===== src/rtl/jtcontra_gfx_romarb_if.sv =====
// rtl/jtcontra_gfx_romarb_if.sv - request/response bundle for the graphics ROM arbiter
// Purpose : groups the tilemap channel, object channel, shared SDRAM slot,
//           LVBL and the timeout flag into one bundle.
// Ports   : tile_cs/tile_addr -> tile_ok/tile_data   (tilemap engine)
//           obj_cs/obj_addr   -> obj_ok/obj_data     (object engine)
//           rom_cs/rom_addr   <- rom_ok/rom_data     (SDRAM graphics slot)
//           LVBL (vertical blank, active low), timeout (sticky stall flag)
// Modports: slave  - arbiter side
//           master - environment side (engines + SDRAM)
interface jtcontra_gfx_romarb_if #(
   parameter int AW = 18,
   parameter int DW = 16
);
   logic          tile_cs;
   logic [AW-1:0] tile_addr;
   logic          tile_ok;
   logic [DW-1:0] tile_data;
   logic          obj_cs;
   logic [AW-1:0] obj_addr;
   logic          obj_ok;
   logic [DW-1:0] obj_data;
   logic          rom_cs;
   logic [AW-1:0] rom_addr;
   logic          rom_ok;
   logic [DW-1:0] rom_data;
   logic          LVBL;
   logic          timeout;

   modport slave (
      input  tile_cs, tile_addr, obj_cs, obj_addr, rom_ok, rom_data, LVBL,
      output tile_ok, tile_data, obj_ok, obj_data, rom_cs, rom_addr, timeout
   );

   modport master (
      output tile_cs, tile_addr, obj_cs, obj_addr, rom_ok, rom_data, LVBL,
      input  tile_ok, tile_data, obj_ok, obj_data, rom_cs, rom_addr, timeout
   );
endinterface


===== src/rtl/jtcontra_gfx_romarb.sv =====
// rtl/jtcontra_gfx_romarb.sv - two-requester arbiter for the shared SDRAM graphics slot
// Purpose : shares one SDRAM slot between the tilemap and object engines.
//           Tile wins ties during the active line; during vblank ties are
//           round-robin. Every access is followed by a one-cycle GAP.
// Ports   : clk, rst (async, active high)
//           bus (slave modport) - tile/obj request channels, rom slot,
//           LVBL and the sticky timeout flag.
module jtcontra_gfx_romarb #(
   parameter int AW = 18,
   parameter int DW = 16
) (
   input  logic                    rst,
   input  logic                    clk,
   jtcontra_gfx_romarb_if.slave    bus
);
   typedef enum logic [1:0] {IDLE, BUSY, HOLD, GAP} state_t;

   localparam logic GNT_TILE = 1'b0;
   localparam logic GNT_OBJ  = 1'b1;

   state_t        state;
   logic          grant;
   logic          last_grant;
   logic [7:0]    stall;
   logic          req_cs;
   logic [AW-1:0] req_addr;
   logic          pick;
   logic [DW-1:0] rd;

   assign rd = bus.rom_data;

   always_comb begin
      // Requester currently owning the slot; the other one is invisible here.
      req_cs   = (grant == GNT_OBJ) ? bus.obj_cs   : bus.tile_cs;
      req_addr = (grant == GNT_OBJ) ? bus.obj_addr : bus.tile_addr;
      if (bus.tile_cs && bus.obj_cs)
         pick = bus.LVBL ? GNT_TILE : ~last_grant;
      else
         pick = bus.tile_cs ? GNT_TILE : GNT_OBJ;
   end

   always_ff @(posedge clk or posedge rst) begin
      if (rst) begin
         state         <= IDLE;
         grant         <= GNT_TILE;
         last_grant    <= GNT_OBJ;
         stall         <= 8'd0;
         bus.rom_cs    <= 1'b0;
         bus.rom_addr  <= '0;
         bus.tile_ok   <= 1'b0;
         bus.obj_ok    <= 1'b0;
         bus.tile_data <= '0;
         bus.obj_data  <= '0;
         bus.timeout   <= 1'b0;
      end else begin
         case (state)
            IDLE: begin
               if (bus.tile_cs || bus.obj_cs) begin
                  state        <= BUSY;
                  grant        <= pick;
                  last_grant   <= pick;
                  stall        <= 8'd0;
                  bus.rom_cs   <= 1'b1;
                  bus.rom_addr <= (pick == GNT_OBJ) ? bus.obj_addr : bus.tile_addr;
               end
            end
            BUSY: begin
               // A withdrawn or moved request takes precedence over rom_ok so
               // that data for a stale address never reaches the requester.
               if (!req_cs || req_addr != bus.rom_addr) begin
                  bus.rom_cs <= 1'b0;
                  state      <= GAP;
               end else if (bus.rom_ok) begin
                  bus.rom_cs <= 1'b0;
                  state      <= HOLD;
                  if (grant == GNT_OBJ) begin
                     bus.obj_ok   <= 1'b1;
                     bus.obj_data <= rd;
                  end else begin
                     bus.tile_ok   <= 1'b1;
                     bus.tile_data <= rd;
                  end
               end else if (stall == 8'd254) begin
                  // This cycle is the 255th without rom_ok: give up the slot.
                  stall       <= 8'd255;
                  bus.timeout <= 1'b1;
                  bus.rom_cs  <= 1'b0;
                  state       <= GAP;
               end else begin
                  stall <= stall + 8'd1;
               end
            end
            HOLD: begin
               if (!req_cs || req_addr != bus.rom_addr) begin
                  bus.tile_ok <= 1'b0;
                  bus.obj_ok  <= 1'b0;
                  state       <= GAP;
               end
            end
            GAP: begin
               state <= IDLE;
            end
            default: begin
               state <= IDLE;
            end
         endcase
      end
   end
endmodule


===== src/flat_wrapper.sv =====
// flat-port wrapper written by rule: the top's interface ports become plain ports
module jtcontra_gfx_romarb_flat 
#(
   parameter int AW = 18,
   parameter int DW = 16
)
  (rst, clk, bus_tile_cs, bus_tile_addr, bus_obj_cs, bus_obj_addr, bus_rom_ok, bus_rom_data, bus_LVBL, bus_tile_ok, bus_tile_data, bus_obj_ok, bus_obj_data, bus_rom_cs, bus_rom_addr, bus_timeout);
  jtcontra_gfx_romarb_if #(.AW(AW), .DW(DW)) bus_i ();
  input  logic rst;
  input  logic clk;
  input wire logic [$bits(bus_i.tile_cs)-1:0] bus_tile_cs;
  input wire logic [$bits(bus_i.tile_addr)-1:0] bus_tile_addr;
  input wire logic [$bits(bus_i.obj_cs)-1:0] bus_obj_cs;
  input wire logic [$bits(bus_i.obj_addr)-1:0] bus_obj_addr;
  input wire logic [$bits(bus_i.rom_ok)-1:0] bus_rom_ok;
  input wire logic [$bits(bus_i.rom_data)-1:0] bus_rom_data;
  input wire logic [$bits(bus_i.LVBL)-1:0] bus_LVBL;
  output wire logic [$bits(bus_i.tile_ok)-1:0] bus_tile_ok;
  output wire logic [$bits(bus_i.tile_data)-1:0] bus_tile_data;
  output wire logic [$bits(bus_i.obj_ok)-1:0] bus_obj_ok;
  output wire logic [$bits(bus_i.obj_data)-1:0] bus_obj_data;
  output wire logic [$bits(bus_i.rom_cs)-1:0] bus_rom_cs;
  output wire logic [$bits(bus_i.rom_addr)-1:0] bus_rom_addr;
  output wire logic [$bits(bus_i.timeout)-1:0] bus_timeout;
  assign bus_i.tile_cs = bus_tile_cs;
  assign bus_i.tile_addr = bus_tile_addr;
  assign bus_i.obj_cs = bus_obj_cs;
  assign bus_i.obj_addr = bus_obj_addr;
  assign bus_i.rom_ok = bus_rom_ok;
  assign bus_i.rom_data = bus_rom_data;
  assign bus_i.LVBL = bus_LVBL;
  assign bus_tile_ok = bus_i.tile_ok;
  assign bus_tile_data = bus_i.tile_data;
  assign bus_obj_ok = bus_i.obj_ok;
  assign bus_obj_data = bus_i.obj_data;
  assign bus_rom_cs = bus_i.rom_cs;
  assign bus_rom_addr = bus_i.rom_addr;
  assign bus_timeout = bus_i.timeout;
  jtcontra_gfx_romarb #(.AW(AW), .DW(DW)) u_core (.rst(rst), .clk(clk), .bus(bus_i));
endmodule

===== config.mk =====
export PLATFORM = sky130hd
export DESIGN_NAME = jtcontra_gfx_romarb_flat
export DESIGN_NICKNAME = d
export VERILOG_FILES = /design/src/rtl/jtcontra_gfx_romarb_if.sv /design/src/rtl/jtcontra_gfx_romarb.sv /design/src/flat_wrapper.sv
export SDC_FILE = /design/constraint.sdc
export NUM_CORES = 1
export LEC_CHECK = 0
export ABC_AREA = 1
export BUFFER_PORTS_ARGS = -buffer_cell sky130_fd_sc_hd__buf_2
export CELL_PAD_IN_SITES_DETAIL_PLACEMENT = 1
export CELL_PAD_IN_SITES_GLOBAL_PLACEMENT = 1
export CORE_UTILIZATION = 39
export DETAILED_ROUTE_END_ITERATION = 12
export GPL_TIMING_DRIVEN = 0
export PLACE_DENSITY = 0.84
export SLEW_MARGIN = 30
export SYNTH_ARGS = -nofsm -noshare
export SYNTH_HDL_FRONTEND = slang
export SYNTH_SLANG_ARGS = --single-unit

===== constraint.sdc =====
create_clock -name clk -period 5.3 [get_ports clk]
set_input_delay 0.53 -clock clk [delete_from_list [all_inputs] [get_ports clk]]
set_output_delay 0.53 -clock clk [all_outputs]
set_load 0.02 [all_outputs]

==> metrics.csv, run 1 <==
stage,metric,value,unit
clock_network,cts_tree,done,
global_routing,grt_max_degree,36,
logic_synthesis,synth_ff_type,dfrtp_1,
routing,final_antenna_net_count,0,
clock_network,ctsResizeCount,0,
routing,num_vias,4157,
logic_synthesis,synth-seq-cells,66,
logic_synthesis,synth_area_per_cell,6.97,um^2
logic_synthesis,synth.net_count,612,
timing,drv_slew,0,
timing,period_share,0.467,
setup_path,r2r-start,u_core.grant,
logic_synthesis,ys_seq_area_frac,0.432,
clock_network,cts.sinks,66,
min_path,hold_class,in2async,
setup_path,r2r.worst_path.cells,15,
logic_synthesis,synth_top_area_frac,0.425,
timing,fin_tns_setup,0,ns
setup_path,cp_slowest_cell,dfrtp_1,
flow_run,maxCapViolCount,0,
layout,area.growth.synth_to_final,24.9,%
layout,nNetsFinal,735,
clock_network,numCtsBuffers,9,
power_and_ir_drop,leakagePower,2.75,nW
setup_path,crit_type,reg2reg,
timing,relSlewSlack,0.554,
setup_path,worstPathArrival,2.71,ns
layout,n_antenna_cell,0,
global_routing,globalRouteTotalUtil,0.273,
layout,utilization,0.510,
power_and_ir_drop,ir_drop,0.188,mV
clock_network,cts_htree_levels,3,
routing,drt_wl_total,12900,um
setup_path,crit_chain,"buf_6, inv_6, buf_6, nand2_1, nand3_1, nand2_1, nor2_1, nand2_1, nor2_1, nand3_1, nand2_1, nand2_2, buf_2, nand2_1, o21ai_0",
routing,dr.pass1.iters,4,
timing,clock_skew,0.0160,ns
setup_path,cp-start-kind,register,
clock_network,cts_hold_buf,0,
timing,fin_crit,2.48,ns
clock_network,path_clk_slew,0.09,ns
logic_synthesis,synth_top_area_cell,dfrtp_1,
setup_path,required,5.54,ns
floorplanning,start_util,0.409,
floorplanning,die_w,101,um
timing,hold_violations,0,
timing,fmax,0.404,GHz
clock_network,cts_post_setup_buffers_inserted,0,
place,dp_hpwl,9620,um
logic_synthesis,syn-cell-area,3830,um^2
logic_synthesis,syn_inst,549,
layout,multi_input_area,1830,um^2
floorplanning,ios,112,
layout,layout_commonest_cell,nand2_1,
floorplanning,dieArea,10200,um^2
setup_path,cp_max_fo,10,
floorplanning,rows,35,
logic_synthesis,yosysWarnings,0,
routing,drc,0,
floorplanning,core_area,9370,um^2
clock_network,root_buffer,clkbuf_8,
layout,final_cell_mix,"nand2_1, nor2_1, buf_2",
place,portBuffers,111,
global_routing,grt_overflow,0,
layout,drive_gt1_frac,0.223,
logic_synthesis,postSynth.asyncResetShare,1.00,
layout,regArea,1650,um^2
timing,worst_slew_pin_slew,0.666,ns
layout,n_fill_cell,1277,
logic_synthesis,synth_area_leaders,"dfrtp_1, nand2_1, nor2_1",
setup_path,crit_buf_inv,4,
setup_path,r2r-end,u_core.stall[5],
setup_path,path_delay_family,simple AND/OR/NAND/NOR gates,
timing,setup_viol,0,
setup_path,critical-path-top-cell-by-count,nand2_1,
setup_path,critPathCaptureType,register,
floorplanning,die_h,101,um
routing,avgRoutedWirePerCell,16.0,um
power_and_ir_drop,powerDensity,484,nW/um^2
clock_network,clkLatencyLatePin,0.36,ns
logic_synthesis,synth_edf_count,0,
clock_network,clk_path_buf_depth,2,
place,gp_congestion,0.904,
global_routing,antenna_found_initial,0,
timing,rsz0062_at_grt,no,
run_status,status,"finished, final reports clean",
global_routing,grt_pass1_wl,21500,um
setup_path,reg2reg_slack,2.82,ns
global_routing,grt_pass1_vias,4505,
routing,routed_via_density,5.16,
logic_synthesis,synthDistinctLibCells,32,
routing,drtIter0Drc,125,
setup_path,cpPeakStageDelay,0.38,ns
==> worst max-delay path by stage <==
stage	from	endpoint	slack [ns]	cells past startpoint
2_1_floorplan	rst	u_core.bus.obj_data[0]	3.12	1
3_3_place_gp	rst	u_core.stall[5]	2.11	2
3_5_place_dp	bus_LVBL	u_core.bus.rom_addr[14]	2.34	7
4_1_cts	u_core.last_grant	u_core.bus.rom_addr[14]	2.47	6
5_1_grt	u_core.grant	u_core.stall[5]	2.60	15
6_report	u_core.grant	u_core.stall[5]	2.82	15
==> logic make-up (layout without fill, tap and decap cells) <==
kind of cell	after synthesis	count (layout)	synth area share
compound gates	97	97	0.135
xor+xnor	1	1	0.00229
fa+ha+maj	5	5	0.0163
buf+inv	77	205	0.0908
flops	66	66	0.432
simple gates	303	303	0.324
==> final cells by class <==
| cell class | instances | area share |
|---|---|---|
| multi-input combinational | 406 | 0.384 |
| sequential | 66 | 0.346 |
| timing repair buffer | 112 | 0.120 |
| inverter | 58 | 0.0471 |
| tap | 129 | 0.0338 |
| buffer | 19 | 0.0262 |
| clock buffer | 9 | 0.0259 |
| clock inverter | 7 | 0.0173 |
==> sequential cells by signal (all words and copies together), names as in the netlist, 2 cells and up <==
name / cells
u_core.bus.tile_data: 16
u_core.bus.obj_data: 16
u_core.stall: 8
u_core.state: 2
u_core.bus.rom_addr: 18
==> Yosys cell counts (3+ instances only) <==
library cell	n
clkbuf_1	9
nor2_1	115
nor3_1	3
o21ai_1	8
buf_6	5
dfrtp_1	65
nand3_1	28
inv_1	54
o21ai_0	33
ha_1	5
nand2_1	143
nand4_1	5
buf_4	4
a21oi_1	34
o22ai_1	17
==> power breakdown <==
part | switching (W) | internal (W) | leakage (nW)
logic | 0.000782 | 0.000368 | 1.78
clock network | 0.000236 | 0.000226 | 0.0988
registers | 0.0000864 | 0.000614 | 0.873
==> per-stage QoR <==
step / hold slack, ns / total power [W] / area [um^2] / instances / setup slack, ns
after global routing: 0.232 / 0.00250 / 4780 / 806 / 2.60
final: 0.198 / 0.00231 / 4780 / 806 / 2.82
after global placement: 0.465 / 0.00179 / 4550 / 789 / 2.11
after CTS: 0.221 / 0.00232 / 4770 / 806 / 2.47
after detailed placement: 0.472 / 0.00185 / 4570 / 790 / 2.34
after floorplan: 0.459 / 0.00148 / 3830 / 549 / 3.12
==> metal layers <==
| metal | up-vias | wire (um) | track usage |
|---|---|---|---|
| li1 | 2006 | - | - |
| met1 | 2026 | 5620 | 0.331 |
| met2 | 110 | 6240 | 0.461 |
| met3 | 15 | 840 | 0.0728 |
| met4 | 0 | 195 | 0.103 |
| met5 | - | 0 | 0 |
No activity file was read; power rests on OpenSTA's default activity.
==> run 2, diff against run 1 <==
- CORE_UTILIZATION: 39 -> 33
- PLACE_DENSITY: 0.84 -> 0.76
- clock period: 5.3 -> 2.2 ns (I/O delays scaled with it)
==> metrics.csv, run 2 (synthesized netlist as in run 1, its figures left out) <==
stage,metric,value,unit,change
setup_path,r2r.worst_path.cells,16,,was 15
setup_path,crit_type,reg2reg,,unchanged
clock_network,clk_path_buf_depth,2,,unchanged
power_and_ir_drop,combPwrFrac,0.533,,was 0.498
layout,largest_reg_flops,18,,unchanged
global_routing,grt_pass1_wl,23100,um,"was 21,500 um"
routing,avgRoutedWirePerCell,17.2,um,was 16.0 um
clock_network,clkLatencyLatePin,0.33,ns,was 0.36 ns
place,dp_hpwl,10000,um,was 9620 um
routing,drtIter0Drc,188,,was 125
layout,top_regs,"u_core.bus.rom_addr x18, u_core.bus.obj_data x16, u_core.bus.tile_data x16",,unchanged
layout,area.growth.synth_to_final,48.7,%,was 24.9%
clock_network,cts_tree,done,,unchanged
setup_path,r2r-end,u_core.bus.tile_data[8],,was u_core.stall[5]
global_routing,antenna_found_initial,0,,unchanged
run_status,violations,negative setup slack,,
layout,stdcell_count,846,,was 806
flow_run,maxCapViolCount,0,,unchanged
layout,n_antenna_cell,0,,unchanged
clock_network,numCtsBuffers,9,,unchanged
power_and_ir_drop,power.internal,0.00393,W,was 0.00121 W
timing,worst_slew_pin_slew,0.636,ns,was 0.666 ns
min_path,hold_start,bus_rom_data[15],,
min_path,hold_class,in2reg,,was in2async
setup_path,worstPathArrival,2.51,ns,was 2.71 ns
timing,setup_viol,3,,was 0
global_routing,grt_overflow,0,,unchanged
power_and_ir_drop,switching_share,0.445,,was 0.478
run_status,status,"finished, violations left",,"was finished, final reports clean"
setup_path,reg2reg_slack,-0.05,ns,was 2.82 ns
floorplanning,die_h,110,um,was 101 um
power_and_ir_drop,ir_drop,0.628,mV,was 0.188 mV
timing,rsz0062_at_grt,yes,,was no
timing,relSlewSlack,0.576,,was 0.554
floorplanning,die_w,110,um,was 101 um
min_path,hold_depth,3,,
timing,clock_skew,0.00484,ns,was 0.0160 ns
setup_path,cp-start-kind,register,,unchanged
routing,dr.pass1.iters,4,,unchanged
layout,largest_register,u_core.bus.rom_addr,,unchanged
routing,num_vias,4371,,"was 4,157"
power_and_ir_drop,leakagePower,3.09,nW,was 2.75 nW
power_and_ir_drop,p_switching,0.00314,W,was 0.00110 W
timing,drv_slew,0,,unchanged
power_and_ir_drop,pwr-share-seq,0.241,,was 0.303
power_and_ir_drop,powerDensity,1240,nW/um^2,was 484 nW/um^2
floorplanning,rows,38,,was 35
timing,fin_tns_setup,-0.0773,ns,was 0 ns
floorplanning,dieArea,12000,um^2,"was 10,200 um^2"
routing,routed_via_density,5.17,,was 5.16
clock_network,cts_htree_levels,3,,unchanged
min_path,whs_endpoint,u_core.bus.obj_data[15],,
floorplanning,start_util,0.346,,was 0.409
timing,fin_crit,2.25,ns,was 2.48 ns
global_routing,grt_pass1_vias,4741,,"was 4,505"
clock_network,path_clk_slew,0.06,ns,was 0.09 ns
layout,final_cell_mix,"nand2_1, buf_2, nor2_1",,"was nand2_1, nor2_1, buf_2"
layout,n_fill_cell,1405,,"was 1,277"
global_routing,grt_max_degree,35,,was 36
power_and_ir_drop,clkPwrFrac,0.226,,was 0.200
routing,drc,0,,unchanged
floorplanning,ios,112,,unchanged
layout,layout_commonest_cell,nand2_1,,unchanged
place,dp_cells,801,,was 790
floorplanning,core_area,11100,um^2,was 9370 um^2
setup_path,cp_max_fo,10,,unchanged
layout,drive_gt1_frac,0.367,,was 0.223
clock_network,root_buffer,clkbuf_16,,was clkbuf_8
power_and_ir_drop,power,0.00707,W,was 0.00231 W
timing,final.setup.worst_slack,-0.0538,ns,was 2.82 ns
layout,regArea,1650,um^2,unchanged
place,portBuffers,111,,unchanged
place,gp_congestion,0.808,,was 0.904
routing,drt_wl_total,14500,um,"was 12,900 um"
timing,fmax,0.444,GHz,was 0.404 GHz
layout,nNetsFinal,764,,was 735
layout,multi_input_area,2160,um^2,was 1830 um^2
global_routing,globalRouteTotalUtil,0.251,,was 0.273
routing,final_antenna_net_count,0,,unchanged
timing,hold_violations,0,,unchanged
setup_path,required,2.45,ns,was 5.54 ns
setup_path,critPathCaptureType,register,,unchanged
timing,period_share,1.02,,was 0.467
setup_path,r2r-start,u_core.grant,,unchanged
clock_network,cts.sinks,66,,unchanged
[run 2: area by class of cell]
class | instances | area share
Buffer | 19 | 0.0336
Multi-Input combinational cell | 406 | 0.379
Clock buffer | 9 | 0.0396
Clock inverter | 7 | 0.0176
Sequential cell | 66 | 0.290
Timing Repair Buffer | 141 | 0.169
Inverter | 58 | 0.0402
Tap cell | 140 | 0.0308
[run 2: repair_timing]
item | 4_1_cts | 5_1_grt
endpoints found under the hold margin | 31 | 0
cloned | 5 | 1
setup endpoints to repair | 61 | 57
setup buffers | 17 | 5
resized for setup | 85 | 47
hold buffers | 1 | 0
pin swaps | 13 | 17
[run 2: critical path, stage by stage (launching register included)]
cell     delay, ns
dfrtp_1       0.39
buf_12        0.16
buf_8         0.15
nand2_1       0.11
nand2_1       0.07
nand2_1       0.07
nand2_1       0.06
nor2_2        0.12
nand2_2       0.07
nor2_4        0.15
nand3_4       0.10
nor2_8        0.13
buf_6         0.15
buf_6         0.09
buf_6         0.10
a21oi_1       0.07
nor2_1        0.16
[run 2: metal layers]
| layer | wire [um] | global-route usage | vias up |
|---|---|---|---|
| li1 | - | - | 2065 |
| met1 | 6210 | 0.304 | 2175 |
| met2 | 7300 | 0.447 | 111 |
| met3 | 734 | 0.0468 | 20 |
| met4 | 270 | 0.0810 | 0 |
| met5 | 0 | 0 | - |
[run 2: stage by stage]
stage / setup slack, ns / hold slack [ns] / cell area [um^2] / util
after detailed placement: -0.476 / 0.282 / 4580 / 0.414
after floorplan: 0.279 / 0.364 / 3830 / -
after global placement: -0.743 / 0.470 / 4560 / 0.412
after CTS: -0.0302 / 0.129 / 5430 / 0.490
final: -0.0538 / 0.138 / 5690 / 0.514
after global routing: -0.203 / 0.154 / 5690 / 0.514
[run 2: power groups by stage]
stage / registers [W] / clock network, W / logic (W)
floorplan: 0.00190 / 0 / 0.00165
global placement: 0.00169 / 0 / 0.00267
detailed placement: 0.00171 / 0 / 0.00277
CTS: 0.00170 / 0.00161 / 0.00336
global route: 0.00173 / 0.00165 / 0.00412
finish: 0.00170 / 0.00160 / 0.00377
[run 2: worst max path at each step]
stage                     depth (start not counted)  slack (ns)              start                      end
after floorplan                                  15        0.28       u_core.grant  u_core.bus.tile_data[0]
after global placement                            2       -0.74                rst          u_core.stall[5]
after detailed placement                          6       -0.48  u_core.last_grant  u_core.bus.rom_addr[14]
after CTS                                        17       -0.03       u_core.grant   u_core.bus.obj_data[8]
after global routing                             14       -0.20       u_core.grant  u_core.bus.tile_data[8]
final                                            16       -0.05       u_core.grant  u_core.bus.tile_data[8]
